===== config.mk =====
export PLATFORM = sky130hd
export DESIGN_NAME = pipe_ctrl
export DESIGN_NICKNAME = d
export VERILOG_FILES = /design/src/rtl/pipe_ctrl.sv
export SDC_FILE = /design/constraint.sdc
export NUM_CORES = 1
export LEC_CHECK = 0
export CORE_ASPECT_RATIO = 0.75
export CORE_MARGIN = 3
export CORE_UTILIZATION = 30
export DETAILED_ROUTE_END_ITERATION = 8
export GPL_TIMING_DRIVEN = 0
export PLACE_DENSITY = 0.67
export SYNTH_ARGS = -nofsm -noshare
export SYNTH_HDL_FRONTEND = slang
export SYNTH_SLANG_ARGS = --single-unit

===== constraint.sdc =====
create_clock -name i_clock -period 5.7 [get_ports i_clock]
set_input_delay 0.855 -clock i_clock [delete_from_list [all_inputs] [get_ports i_clock]]
set_output_delay 0.855 -clock i_clock [all_outputs]
set_load 0.02 [all_outputs]

===== src/rtl/pipe_ctrl.sv =====
// pipe_ctrl: run/halt sequencer for the 16-bit five-stage core.
//
// Drives the exec/idle state seen by the IF/ID/EX/MEM/WB stage registers.
// Detects load-use hazards between ID and EX and answers them with a one-cycle
// stall plus bubble. Flushes the front end on a taken branch or jump. Drains the
// pipeline after HALT is decoded, and keeps saturating cycle and stall counters.
//
// Ports
//   i_clock          system clock; all state updates on posedge
//   i_reset          asynchronous active-high reset
//   i_start          one-cycle pulse; IDLE/HALTED -> RUN
//   i_id_ir          instruction in ID, opcode [15:11]
//   i_ex_ir          instruction in EX, opcode [15:11]
//   i_branch_taken   EX resolved a taken branch/JUMP/JMPR this cycle
//   o_state          1 in RUN/DRAIN, 0 in IDLE/HALTED
//   o_stall          hold PC, if_ir and id_ir
//   o_bubble         load ex_ir with NOP instead of id_ir
//   o_flush          replace if_ir and id_ir with NOP
//   o_halted         high only in HALTED
//   o_cycle_cnt      cycles spent in RUN or DRAIN (saturating)
//   o_stall_cnt      cycles with o_stall high (saturating)

module pipe_ctrl #(
    parameter int unsigned DRAIN_CYCLES = 3,
    parameter int unsigned CNT_W        = 16
) (
    input  logic             i_clock,
    input  logic             i_reset,
    input  logic             i_start,
    input  logic [15:0]      i_id_ir,
    input  logic [15:0]      i_ex_ir,
    input  logic             i_branch_taken,
    output logic             o_state,
    output logic             o_stall,
    output logic             o_bubble,
    output logic             o_flush,
    output logic             o_halted,
    output logic [CNT_W-1:0] o_cycle_cnt,
    output logic [CNT_W-1:0] o_stall_cnt
);

    // Opcodes of the core's instruction set.
    localparam logic [4:0] OP_HALT  = 5'b00001;
    localparam logic [4:0] OP_LOAD  = 5'b00010;
    localparam logic [4:0] OP_STORE = 5'b00011;
    localparam logic [4:0] OP_SLL   = 5'b00100;
    localparam logic [4:0] OP_SLA   = 5'b00101;
    localparam logic [4:0] OP_SRL   = 5'b00110;
    localparam logic [4:0] OP_SRA   = 5'b00111;
    localparam logic [4:0] OP_ADD   = 5'b01000;
    localparam logic [4:0] OP_ADDI  = 5'b01001;
    localparam logic [4:0] OP_SUB   = 5'b01010;
    localparam logic [4:0] OP_SUBI  = 5'b01011;
    localparam logic [4:0] OP_CMP   = 5'b01100;
    localparam logic [4:0] OP_AND   = 5'b01101;
    localparam logic [4:0] OP_OR    = 5'b01110;
    localparam logic [4:0] OP_XOR   = 5'b01111;
    localparam logic [4:0] OP_LDIH  = 5'b10000;
    localparam logic [4:0] OP_ADDC  = 5'b10001;
    localparam logic [4:0] OP_SUBC  = 5'b10010;
    localparam logic [4:0] OP_JMPR  = 5'b11001;
    localparam logic [4:0] OP_BZ    = 5'b11010;
    localparam logic [4:0] OP_BNZ   = 5'b11011;
    localparam logic [4:0] OP_BN    = 5'b11100;
    localparam logic [4:0] OP_BNN   = 5'b11101;
    localparam logic [4:0] OP_BC    = 5'b11110;
    localparam logic [4:0] OP_BNC   = 5'b11111;

    // Drain counter only ever holds DRAIN_CYCLES-1 down to 0.
    localparam int unsigned DW = (DRAIN_CYCLES > 1) ? $clog2(DRAIN_CYCLES) : 1;
    localparam logic [DW-1:0] DRAIN_LOAD = DW'(DRAIN_CYCLES - 1);

    typedef enum logic [1:0] {
        StIdle,
        StRun,
        StDrain,
        StHalted
    } state_t;

    state_t          r_state;
    state_t          w_state_nxt;
    logic [DW-1:0]   r_drain_cnt;
    logic [DW-1:0]   w_drain_nxt;
    logic [CNT_W-1:0] r_cycle_cnt;
    logic [CNT_W-1:0] r_stall_cnt;

    logic [4:0] w_id_op;
    logic [4:0] w_ex_op;
    logic [2:0] w_ex_dst;
    logic [2:0] w_src1;
    logic [2:0] w_src2;
    logic       w_src1_vld;
    logic       w_src2_vld;
    logic       w_hazard;
    logic       w_unused;

    assign w_id_op  = i_id_ir[15:11];
    assign w_ex_op  = i_ex_ir[15:11];
    assign w_ex_dst = i_ex_ir[10:8];

    // Register-read fields of the ID instruction, by opcode class.
    always_comb begin
        w_src1     = i_id_ir[6:4];
        w_src2     = i_id_ir[2:0];
        w_src1_vld = 1'b0;
        w_src2_vld = 1'b0;
        case (w_id_op)
            OP_ADD, OP_ADDC, OP_SUB, OP_SUBC, OP_CMP, OP_AND, OP_OR, OP_XOR: begin
                w_src1_vld = 1'b1;
                w_src2_vld = 1'b1;
            end
            OP_LOAD, OP_SLL, OP_SRL, OP_SLA, OP_SRA: begin
                w_src1_vld = 1'b1;
            end
            OP_STORE: begin
                // Store data register lives in the destination field.
                w_src2     = i_id_ir[10:8];
                w_src1_vld = 1'b1;
                w_src2_vld = 1'b1;
            end
            OP_BZ, OP_BNZ, OP_BN, OP_BNN, OP_BC, OP_BNC, OP_JMPR, OP_ADDI, OP_SUBI,
            OP_LDIH: begin
                w_src1     = i_id_ir[10:8];
                w_src1_vld = 1'b1;
            end
            default: begin
                w_src1_vld = 1'b0;
                w_src2_vld = 1'b0;
            end
        endcase
    end

    assign w_hazard = (w_ex_op == OP_LOAD) &&
                      ((w_src1_vld && (w_src1 == w_ex_dst)) ||
                       (w_src2_vld && (w_src2 == w_ex_dst)));

    // Fields the controller never looks at.
    assign w_unused = ^{i_id_ir[7], i_id_ir[3], i_ex_ir[7:0]};

    always_comb begin
        w_state_nxt = r_state;
        w_drain_nxt = r_drain_cnt;
        o_stall     = 1'b0;
        o_bubble    = 1'b0;
        o_flush     = 1'b0;
        case (r_state)
            StIdle: begin
                if (i_start) begin
                    w_state_nxt = StRun;
                end
            end
            StRun: begin
                // The ID instruction is discarded on a flush, so its hazard and a
                // HALT in ID are both moot.
                if (i_branch_taken) begin
                    o_flush = 1'b1;
                end else if (w_hazard) begin
                    o_stall  = 1'b1;
                    o_bubble = 1'b1;
                end else if (w_id_op == OP_HALT) begin
                    w_state_nxt = StDrain;
                    w_drain_nxt = DRAIN_LOAD;
                end
            end
            StDrain: begin
                o_stall  = 1'b1;
                o_bubble = 1'b1;
                if (r_drain_cnt == '0) begin
                    w_state_nxt = StHalted;
                end else begin
                    w_drain_nxt = r_drain_cnt - 1'b1;
                end
            end
            StHalted: begin
                if (i_start) begin
                    w_state_nxt = StRun;
                end
            end
            default: begin
                w_state_nxt = StIdle;
            end
        endcase
    end

    assign o_state  = (r_state == StRun) || (r_state == StDrain);
    assign o_halted = (r_state == StHalted);

    always_ff @(posedge i_clock or posedge i_reset) begin
        if (i_reset) begin
            r_state     <= StIdle;
            r_drain_cnt <= '0;
        end else begin
            r_state     <= w_state_nxt;
            r_drain_cnt <= w_drain_nxt;
        end
    end

    // Performance counters saturate at all-ones.
    always_ff @(posedge i_clock or posedge i_reset) begin
        if (i_reset) begin
            r_cycle_cnt <= '0;
            r_stall_cnt <= '0;
        end else begin
            if (o_state && !(&r_cycle_cnt)) begin
                r_cycle_cnt <= r_cycle_cnt + 1'b1;
            end
            if (o_stall && !(&r_stall_cnt)) begin
                r_stall_cnt <= r_stall_cnt + 1'b1;
            end
        end
    end

    assign o_cycle_cnt = r_cycle_cnt;
    assign o_stall_cnt = r_stall_cnt;

endmodule

Word level (Yosys, flattened, before mapping)
Index checks and enable logic that the tools add are counted.
{ "word_totals": {"register_bits": 36, "latch_bits": 0, "mem_bits_rw": 0, "mem_bits_ro": 0, "in_bits": 36, "output_inout_bits": 37, "word_cells": 81, "n_memories": 0} }
{ "op_classes": {"addsub": 3, "mul": 0, "div_mod_pow": 0, "magnitude_cmp": 0, "n_eq_ne": 37, "shift": 0, "muxes": 17, "bitwise_logic": 0, "reduce_logical": 20} }
{ "ops": {"columns": ["op", "count"], "rows": [
  ["$eq A5 B5 Y1 const B", 10],
  ["$eq A5 B4 Y1 const B", 8],
  ["$add A16 B1 Y16 const B", 2],
  ["$reduce_and A16 Y1", 2],
  ["$reduce_or A24 Y1", 1],
  ["$eq A5 B3 Y1 const B", 4],
  ["$eq A5 B2 Y1 const B", 3],
  ["$mux W2", 6],
  ["$ne A2 B2 Y1 const B", 5],
  ["$reduce_and A5 Y1", 2],
  ["$reduce_or A10 Y1", 1],
  ["$reduce_or A9 Y1", 1],
  ["$eq A3 B3 Y1", 2],
  ["$mux W1", 6],
  ["$mux W3", 2],
  ["$pmux W2 S3", 1],
  ["$eq A5 B1 Y1 const B", 1],
  ["$logic_and A1 B1 Y1", 5],
  ["$eq A2 B2 Y1 const B", 2],
  ["$logic_not A2 Y1", 2],
  ["$pmux W2 S2", 1],
  ["$eq A2 B1 Y1 const B", 1],
  ["$logic_not A1 Y1", 2],
  ["$logic_or A1 B1 Y1", 2],
  ["other kinds (5)", 5]
]} }

Logic depth before layout (Yosys ltp)
Gate-level depths: netlist of the first run.
{ "depth": {"depth_word": 11, "mapped_depth": 10, "mapped_depth_nobuf": 10} }

Least setup slack after synthesis of the first run
Ideal clock, no wire load.
{ "synth_timing": {"path_type": "in2out", "start": "in i_id_ir[12]", "end": "out o_stall", "arrival_time_ns": 2.838, "t_required_ns": 4.845, "slack_ns": 2.007, "path_stages": 8, "n_path_buf": 2, "cell_sequence": "buf_4 -> or4b_4 -> o221ai_4 -> mux2i_1 -> a2111o_1 -> o21a_2 -> inv_2 -> buf_4"} }
{ "synth_via": {"elab_chain_cells": 10, "word_cells_on_any_way": 40, "cone_classes": "26 x eq/ne; 7 x mux; 7 x reduce/logical"} }
{ "synth_rtl": {"columns": ["item", "line_no", "rtl"], "rows": [
  ["start, declared", "30", "input logic [15:0] i_id_ir,"],
  ["$eq A5 B5 Y1 or $eq A5 B4 Y1 (tied branches)", "107", "case (w_id_op)"],
  ["$reduce_or A10 Y1", "107", null],
  ["$mux W3", "107", null],
  ["$eq A3 B3 Y1", "134", "((w_src1_vld && (w_src1 == w_ex_dst)) ||"],
  ["$logic_and A1 B1 Y1", "134", null],
  ["$logic_or A1 B1 Y1 (*)", "134", null],
  ["$logic_and A1 B1 Y1 (*)", "133", "assign w_hazard = (w_ex_op == OP_LOAD) &&"],
  ["$mux W1 (*) (2 in a row)", null, null],
  ["$pmux W1 S2 (*)", null, null],
  ["end, declared", "34", "output logic o_stall,"]
]} }
Mark *: on every way between the ends. The rest lies on a longest branch, timed or not.

Worst setup path in the final report of the first run
{ "layout_timing": {"start": "in i_id_ir[14]", "end": "out o_stall"} }
{ "layout_via": {"elab_chain_cells": 10, "word_cells_on_any_way": 40, "cone_classes": "26 x eq/ne; 7 x mux; 7 x reduce/logical"} }
{ "layout_rtl": {"columns": ["item", "line_no", "rtl"], "rows": [
  ["$eq A5 B5 Y1 or $eq A5 B4 Y1 (tied branches)", "107", null],
  ["$reduce_or A10 Y1", "107", null],
  ["$mux W3", "107", null],
  ["$eq A3 B3 Y1", "134", null],
  ["$logic_and A1 B1 Y1", "134", null],
  ["$logic_or A1 B1 Y1 (*)", "134", null],
  ["$logic_and A1 B1 Y1 (*)", "133", null],
  ["$mux W1 (*)", "157", "end else if (w_hazard) begin"],
  ["$mux W1 (*)", "155", "if (i_branch_taken) begin"],
  ["$pmux W1 S2 (*)", "146", "case (r_state)"]
]} }
Marks and branches as above.

==> results.toml, run 1 <==
[routing]
drc_errors = 0
drt-initial-drc-count = 95
ant_nets = 0
num_vias = 1744
wl_per_cell_um = 13.9
dr.pass1.iters = 5
routed_wl_mm = 4.91
vias_per_cell = 4.93

[floorplanning]
coreArea_um2 = 6510
io_pins = 73
die_w_um = 102
die_h_um = 78.1
num_rows = 25
die-area_um2 = 7980
start_util = 0.320

[place]
gp_congestion = 0.780
placement.io_buffers = 60
dp_hpwl_mm = 3.64

[power]
ir_worst_vdd_mv = 0.199
power_density_nw_per_um2 = 342
p_leak_nw = 1.23

[clock_tree]
clockRootBuffer = "clkbuf_8"
postCtsSetupRepairBufs = 0
htree_levels = 2
clock_latency_ns = 0.27
cts_tree = "built"
ctsHoldBuffers = 0
clk_pin_slew_ns = 0.07
cts.sinks = 36
cts_made_buffers = 5
clock_path_buffers = 2
cts.repair.resized = 0

[sta]
slew_violations = 0
fin_crit_sh = 0.837
period_needed_ns = 4.77
hold_violations = 0
clock.fmax_ghz = 0.210
setup_violations = 0
tns_ns = 0
clock_skew_ns = 0.00305
rsz0062_at_grt = "false"
worst_pin_slew_ns = 0.755
max_slew_margin = 0.496

[synth]
avgSynthCellArea_um2 = 10.1
netlist_instances = 205
synth_edf_count = 0
seq_area_frac_synth = 0.433
async_flop_share = 1.00
mappedNetlistArea_um2 = 2080
dominantRegCellSynth = "dfrtp_1"
ys_seq_elements = 36
synth_nets = 248
yosysWarnings = 0
synth_cell_types = 41

[cells_and_area]
layout.nets = 315
final_common_cell = "clkdlybuf4s50_1"
area_growth_syn_to_layout_pct = 38.1
num_antenna_cells = 0
final_cell_mix = "clkdlybuf4s50_1 (60), dfrtp_1 (36), xnor2_1 (26)"
final_core_util = 0.441
final_layout_size_suffix_gt1_frac = 0.0733

[global_routing]
grt_max_degree = 37
antenna_found_initial = 0
gr-usage-met2 = 0.189
gr-usage-met3 = 0.0400
grt_use_total = 0.128
grt_pass1_wl_mm = 8.29
met1_usage = 0.184
top_usage_layer = "met2"
overflow = 0
grt_pass1_vias = 1723

[critical_path]
crit_type = "in -> out"
cp.arrival_ns = 3.92
end_kind = "output port"
cp-start-kind = "input port"
cp.required_ns = 4.85
cp_max_fo = 11

[status]
status = "finished, final reports clean"

[job]
drv_cap = 0

[min_path]
min_path_type = "reg -> reg"
==> synth_stat cells, drive strengths merged (3+ instances only) <==
library cell / count / area, µm²
a21oi: 7 / 35.0
and3: 7 / 43.8
and4: 3 / 26.3
buf: 3 / 26.3
dfrtp: 36 / 901
ha: 7 / 87.6
inv: 14 / 52.6
mux2: 3 / 33.8
mux2i: 6 / 60.1
nand2: 14 / 52.6
nand3: 14 / 70.1
nand4: 9 / 56.3
nor2: 12 / 45.0
nor2b: 3 / 18.8
nor3: 6 / 30.0
or4: 3 / 26.3
xnor2: 26 / 228
xor2: 10 / 87.6
==> power by group <==
part	switching (mW)	leakage, nW	internal, mW
clock	0.0859	0.0455	0.0986
combinational	0.223	0.714	0.212
sequential	0.0572	0.469	0.306
==> area by class of cell <==
| class | count | area [µm²] |
|---|---|---|
| fillers | 634 | 3630 |
| clock buffers | 8 | 90.1 |
| plain buffers | 3 | 26.3 |
| flip-flops and latches | 36 | 901 |
| inverters | 14 | 52.6 |
| well taps | 81 | 101 |
| repair buffers | 60 | 601 |
| multi-input cells | 152 | 1100 |
==> state kept, by name, summed over array words and instances, names as in the netlist <==
| signal | flops |
|---|---|
| r_drain_cnt | 2 |
| r_state | 2 |
| o_cycle_cnt | 16 |
| o_stall_cnt | 16 |
==> cell families (layout without fill, tap and decap cells) <==
family	Yosys count	in the layout	share of synthesized area
AO/OA/AOI/OAI	20	20	0.0776
XOR/XNOR	36	36	0.152
adder cells (fa/ha/maj)	7	7	0.0421
buffers and inverters	17	85	0.0379
flip-flops	36	36	0.433
multiplexers	9	9	0.0451
AND/OR/NAND/NOR	80	80	0.212
==> worst paths after layout <==
check | startpoint | end | slack [ns] | cells after the start
setup / recovery | i_id_ir[14] | o_stall | 0.93 | 9
hold / removal | o_stall_cnt[4] | o_stall_cnt[4] | 0.49 | 1
setup reg to reg | r_state[0] | o_stall_cnt[7] | 3.04 | 9
hold reg to reg | o_stall_cnt[4] | o_stall_cnt[4] | 0.49 | 1
max in group asynchronous | i_reset | o_stall_cnt[0] | 4.18 | 2
min in group asynchronous | i_reset | o_cycle_cnt[5] | 1.03 | 2
==> worst max-delay path, cell delays in order <==
cell,delay (ns)
clkdlybuf4s50_1,0.55
or4b_4,0.55
o221ai_4,0.24
mux2i_1,0.12
a2111o_1,0.41
o21a_2,0.27
inv_2,0.19
buf_4,0.14
clkdlybuf4s50_1,0.59
==> metal layers <==
metal	wire [µm]	share of wire	up-vias
met3	287	0.058	2
met2	2010	0.41	46
met5	0	0	-
li1	-	-	857
met4	12	0.0024	0
met1	2600	0.53	839
==> metrics by stage <==
step	setup slack, ns	power (mW)	instance area [µm²]	hold slack (ns)	cells
2_1_floorplan	2.01	0.629	2080	0.515	205
5_1_grt	0.829	1.07	2870	0.509	354
6_report	0.929	0.983	2870	0.485	354
4_1_cts	0.951	1.00	2870	0.488	354
3_5_place_dp	0.964	0.808	2780	0.479	346
3_3_place_gp	0.986	0.800	2780	0.480	346
(Power assumes the default switching activity.)
==> run 2, diff against run 1 <==
==> constraint.sdc (replaced) <==
create_clock -name i_clock -period 4.8 [get_ports i_clock]
set_input_delay 0.72 -clock i_clock [delete_from_list [all_inputs] [get_ports i_clock]]
set_output_delay 0.72 -clock i_clock [all_outputs]
set_load 0.02 [all_outputs]
==> results of run 2 <==
Same layout as run 1 (identical final DEF). Status: finished, final reports clean.
Main changes from that run: setup slack after placement 0.964 ns -> 0.334 ns; setup slack after layout 0.929 ns -> 0.299 ns; register-to-register setup slack 3.04 ns -> 2.14 ns; total power 0.983 mW -> 1.17 mW; worst IR drop on VDD 0.199 mV -> 0.236 mV
==> run 3, diff against run 2 <==
--- a/config.mk
+++ b/config.mk
@@ -5,12 +5,13 @@
 export SDC_FILE = /design/constraint.sdc
 export NUM_CORES = 1
 export LEC_CHECK = 0
+export ABC_AREA = 1
 export CORE_ASPECT_RATIO = 0.75
 export CORE_MARGIN = 3
 export CORE_UTILIZATION = 30
 export DETAILED_ROUTE_END_ITERATION = 8
 export GPL_TIMING_DRIVEN = 0
-export PLACE_DENSITY = 0.67
+export PLACE_DENSITY = 0.65
 export SYNTH_ARGS = -nofsm -noshare
 export SYNTH_HDL_FRONTEND = slang
 export SYNTH_SLANG_ARGS = --single-unit
==> run 3 against run 2 <==
Combinational power increased by 29%. First-iteration DRC count fell by 13%. Flip-flop and latch count unchanged. Critical endpoint unchanged. Largest cell class unchanged. Largest power group unchanged.
==> results.toml, run 3 <==
[status]
status = "finished, final reports clean"

[critical_path]
cp.arrival_ns = 3.27
end_kind = "output port"
timing.rr.start = "o_stall_cnt[0]"
cp-start-kind = "input port"
cp_max_fo = 6
crit_type = "in -> out"
critPathLaunch = "i_id_ir[14]"
worst_r2r_endpoint = "o_stall_cnt[8]"
cp.required_ns = 4.08
r2r.worst_path.cells = 9
endpoint = "o_stall"
rrSetupSlack_ns = 2.55

[synth]
synth_nets = 367
dominantRegCellSynth = "dfrtp_1"
ys_seq_elements = 36
synth.area.top_cells = "dfrtp_1 (37%), nand2_1 (11%), xor2_1 (7.8%), inv_1 (7.0%), nand3_1 (5.7%)"
mappedNetlistArea_um2 = 2460
yosysTopAreaCell = "dfrtp_1"
netlist_instances = 324
seq_area_frac_synth = 0.367
synth_cell_types = 29
synth_edf_count = 0
yosysTopAreaCellShare = 0.367
async_flop_share = 1.00
avgSynthCellArea_um2 = 7.58
yosysMostFrequentCell = "nand2_1"
yosysWarnings = 0
netlist_top_cells_count = "nand2_1 (74), inv_1 (46), dfrtp_1 (36)"

[global_routing]
grt_pass1_wl_mm = 10.3
grt_pass1_vias = 2298
grt_use_total = 0.131
antenna_found_initial = 0
grt_max_degree = 20
overflow = 0

[cells_and_area]
final_common_cell = "nand2_1"
layout.nets = 437
final_cells = 496
final_layout_size_suffix_gt1_frac = 0.0810
num_antenna_cells = 0
fill_cells = 781
area_growth_syn_to_layout_pct = 35.3
final_cell_mix = "nand2_1 (74), clkdlybuf4s50_1 (62), inv_1 (46)"

[routing]
wl_met2_mm = 2.63
wl_per_cell_um = 11.9
vias_per_cell = 4.58
dr.pass1.iters = 4
wl_met3_um = 269
drc_errors = 0
wl_met1_mm = 2.96
highest_layer = "met4"
ant_nets = 0
drt-initial-drc-count = 83
num_vias = 2271
routed_wl_mm = 5.90

[clock_tree]
clock_path_buffers = 2
clk_pin_slew_ns = 0.07
ctsHoldBuffers = 0
htree_levels = 2
cts.sinks = 36
clockRootBuffer = "clkbuf_8"
clock_latency_ns = 0.28
cts_made_buffers = 5
postCtsSetupRepairBufs = 0
cts_tree = "built"
cts.repair.resized = 0

[sta]
hold_violations = 0
setup_violations = 0
worst_pin_slew_ns = 0.854
max_slew_margin = 0.416
clock.fmax_ghz = 0.251
period_needed_ns = 3.99
slew_violations = 0
rsz0062_at_grt = "false"
tns_ns = 0
clock_skew_ns = 0.00416
fin_crit_sh = 0.831

[place]
dp_hpwl_mm = 4.63
placement.io_buffers = 62
dpl.cell_count = 488
gp_congestion = 0.858

[floorplanning]
io_pins = 73
coreArea_um2 = 7630
die-area_um2 = 9320
num_rows = 27
start_util = 0.322
die_h_um = 84.4
die_w_um = 111

[power]
ir_worst_vdd_mv = 0.279
power_density_nw_per_um2 = 399
p_leak_nw = 1.55

[job]
drv_cap = 0

[min_path]
min_path_type = "reg -> reg"
==> run 3: cell count changes after synthesis, moves of 4 or more <==
cell and delta:
xnor2_1 -17, a21oi_1 -4, xor2_1 +12, nor2_1 +7
mux2i_1 -6, and3_1 -7, nand2_1 +60, o21ai_0 +6
nand3_1 +14, nor3_1 +7, inv_1 +33, nand2_2 +12
nand4_1 +13
==> run 3: layout make-up <==
| cell class | count | area [µm²] | share of cell area |
|---|---|---|---|
| clock inverters | 1 | 7.51 | 0.00226 |
| plain buffers | 7 | 42.5 | 0.0128 |
| inverters | 46 | 173 | 0.0519 |
| well taps | 101 | 126 | 0.0380 |
| flip-flops and latches | 36 | 901 | 0.271 |
| multi-input cells | 235 | 1340 | 0.403 |
| clock buffers | 7 | 86.3 | 0.0260 |
| repair buffers | 63 | 648 | 0.195 |
==> run 3: routing by layer <==
metal  up-vias  global-route usage
met5         -                   0
met4         0              0.0257
met3         5              0.0339
met2        43               0.217
met1      1031               0.175
li1       1192                   -
==> run 3: per-stage QoR <==
step | setup slack [ns] | util | power (mW) | hold WS (ns) | cell area [µm²]
CTS | 0.817 | 0.436 | 1.34 | 0.511 | 3330
global placement | 0.838 | 0.420 | 1.09 | 0.494 | 3200
global route | 0.580 | 0.436 | 1.44 | 0.550 | 3330
detailed placement | 0.826 | 0.423 | 1.11 | 0.501 | 3230
finish | 0.811 | 0.436 | 1.33 | 0.503 | 3330
floorplan | 1.86 | - | 0.854 | 0.503 | 2460
==> run 3: where the power goes <==
group          switching [mW]  total [mW]  internal, mW  leakage [nW]
clock network           0.108       0.225         0.117        0.0445
registers              0.0726       0.435         0.363         0.481
logic                   0.399       0.666         0.267          1.03
==> run 3: critical path: stages <==
cell and delay [ns]:
clkdlybuf4s50_1 0.53, nor2_4 0.17, nand2_1 0.07, nand2_1 0.07, nand2_2 0.11, nand2_4 0.11
nand2_1 0.07, nand3_1 0.07, nand2_1 0.05, nor2_1 0.11, nand2_1 0.07, nand2_2 0.07
nand3_2 0.10, a21oi_1 0.22, buf_4 0.14, clkdlybuf4s50_1 0.59
==> run 3: how the worst min path moves through the flow <==
stage | startpoint | to | slack, ns | depth (start not counted)
2_1_floorplan | r_state[1] | r_state[1] | 0.50 | 2
3_3_place_gp | o_cycle_cnt[15] | o_cycle_cnt[15] | 0.49 | 1
3_5_place_dp | o_cycle_cnt[15] | o_cycle_cnt[15] | 0.50 | 1
4_1_cts | o_cycle_cnt[15] | o_cycle_cnt[15] | 0.51 | 1
5_1_grt | o_cycle_cnt[14] | o_cycle_cnt[14] | 0.55 | 1
6_report | o_cycle_cnt[15] | o_cycle_cnt[15] | 0.50 | 1
==> run 3: cells by family (layout without fill, tap and decap cells) <==
group,count (synthesis),in the layout,share of synthesized area
AND/OR/NAND/NOR,181,181,0.364
buffers and inverters,53,124,0.0876
flip-flops,36,36,0.367
XOR/XNOR,31,31,0.110
AO/OA/AOI/OAI,16,16,0.0356
adder cells (fa/ha/maj),7,7,0.0356
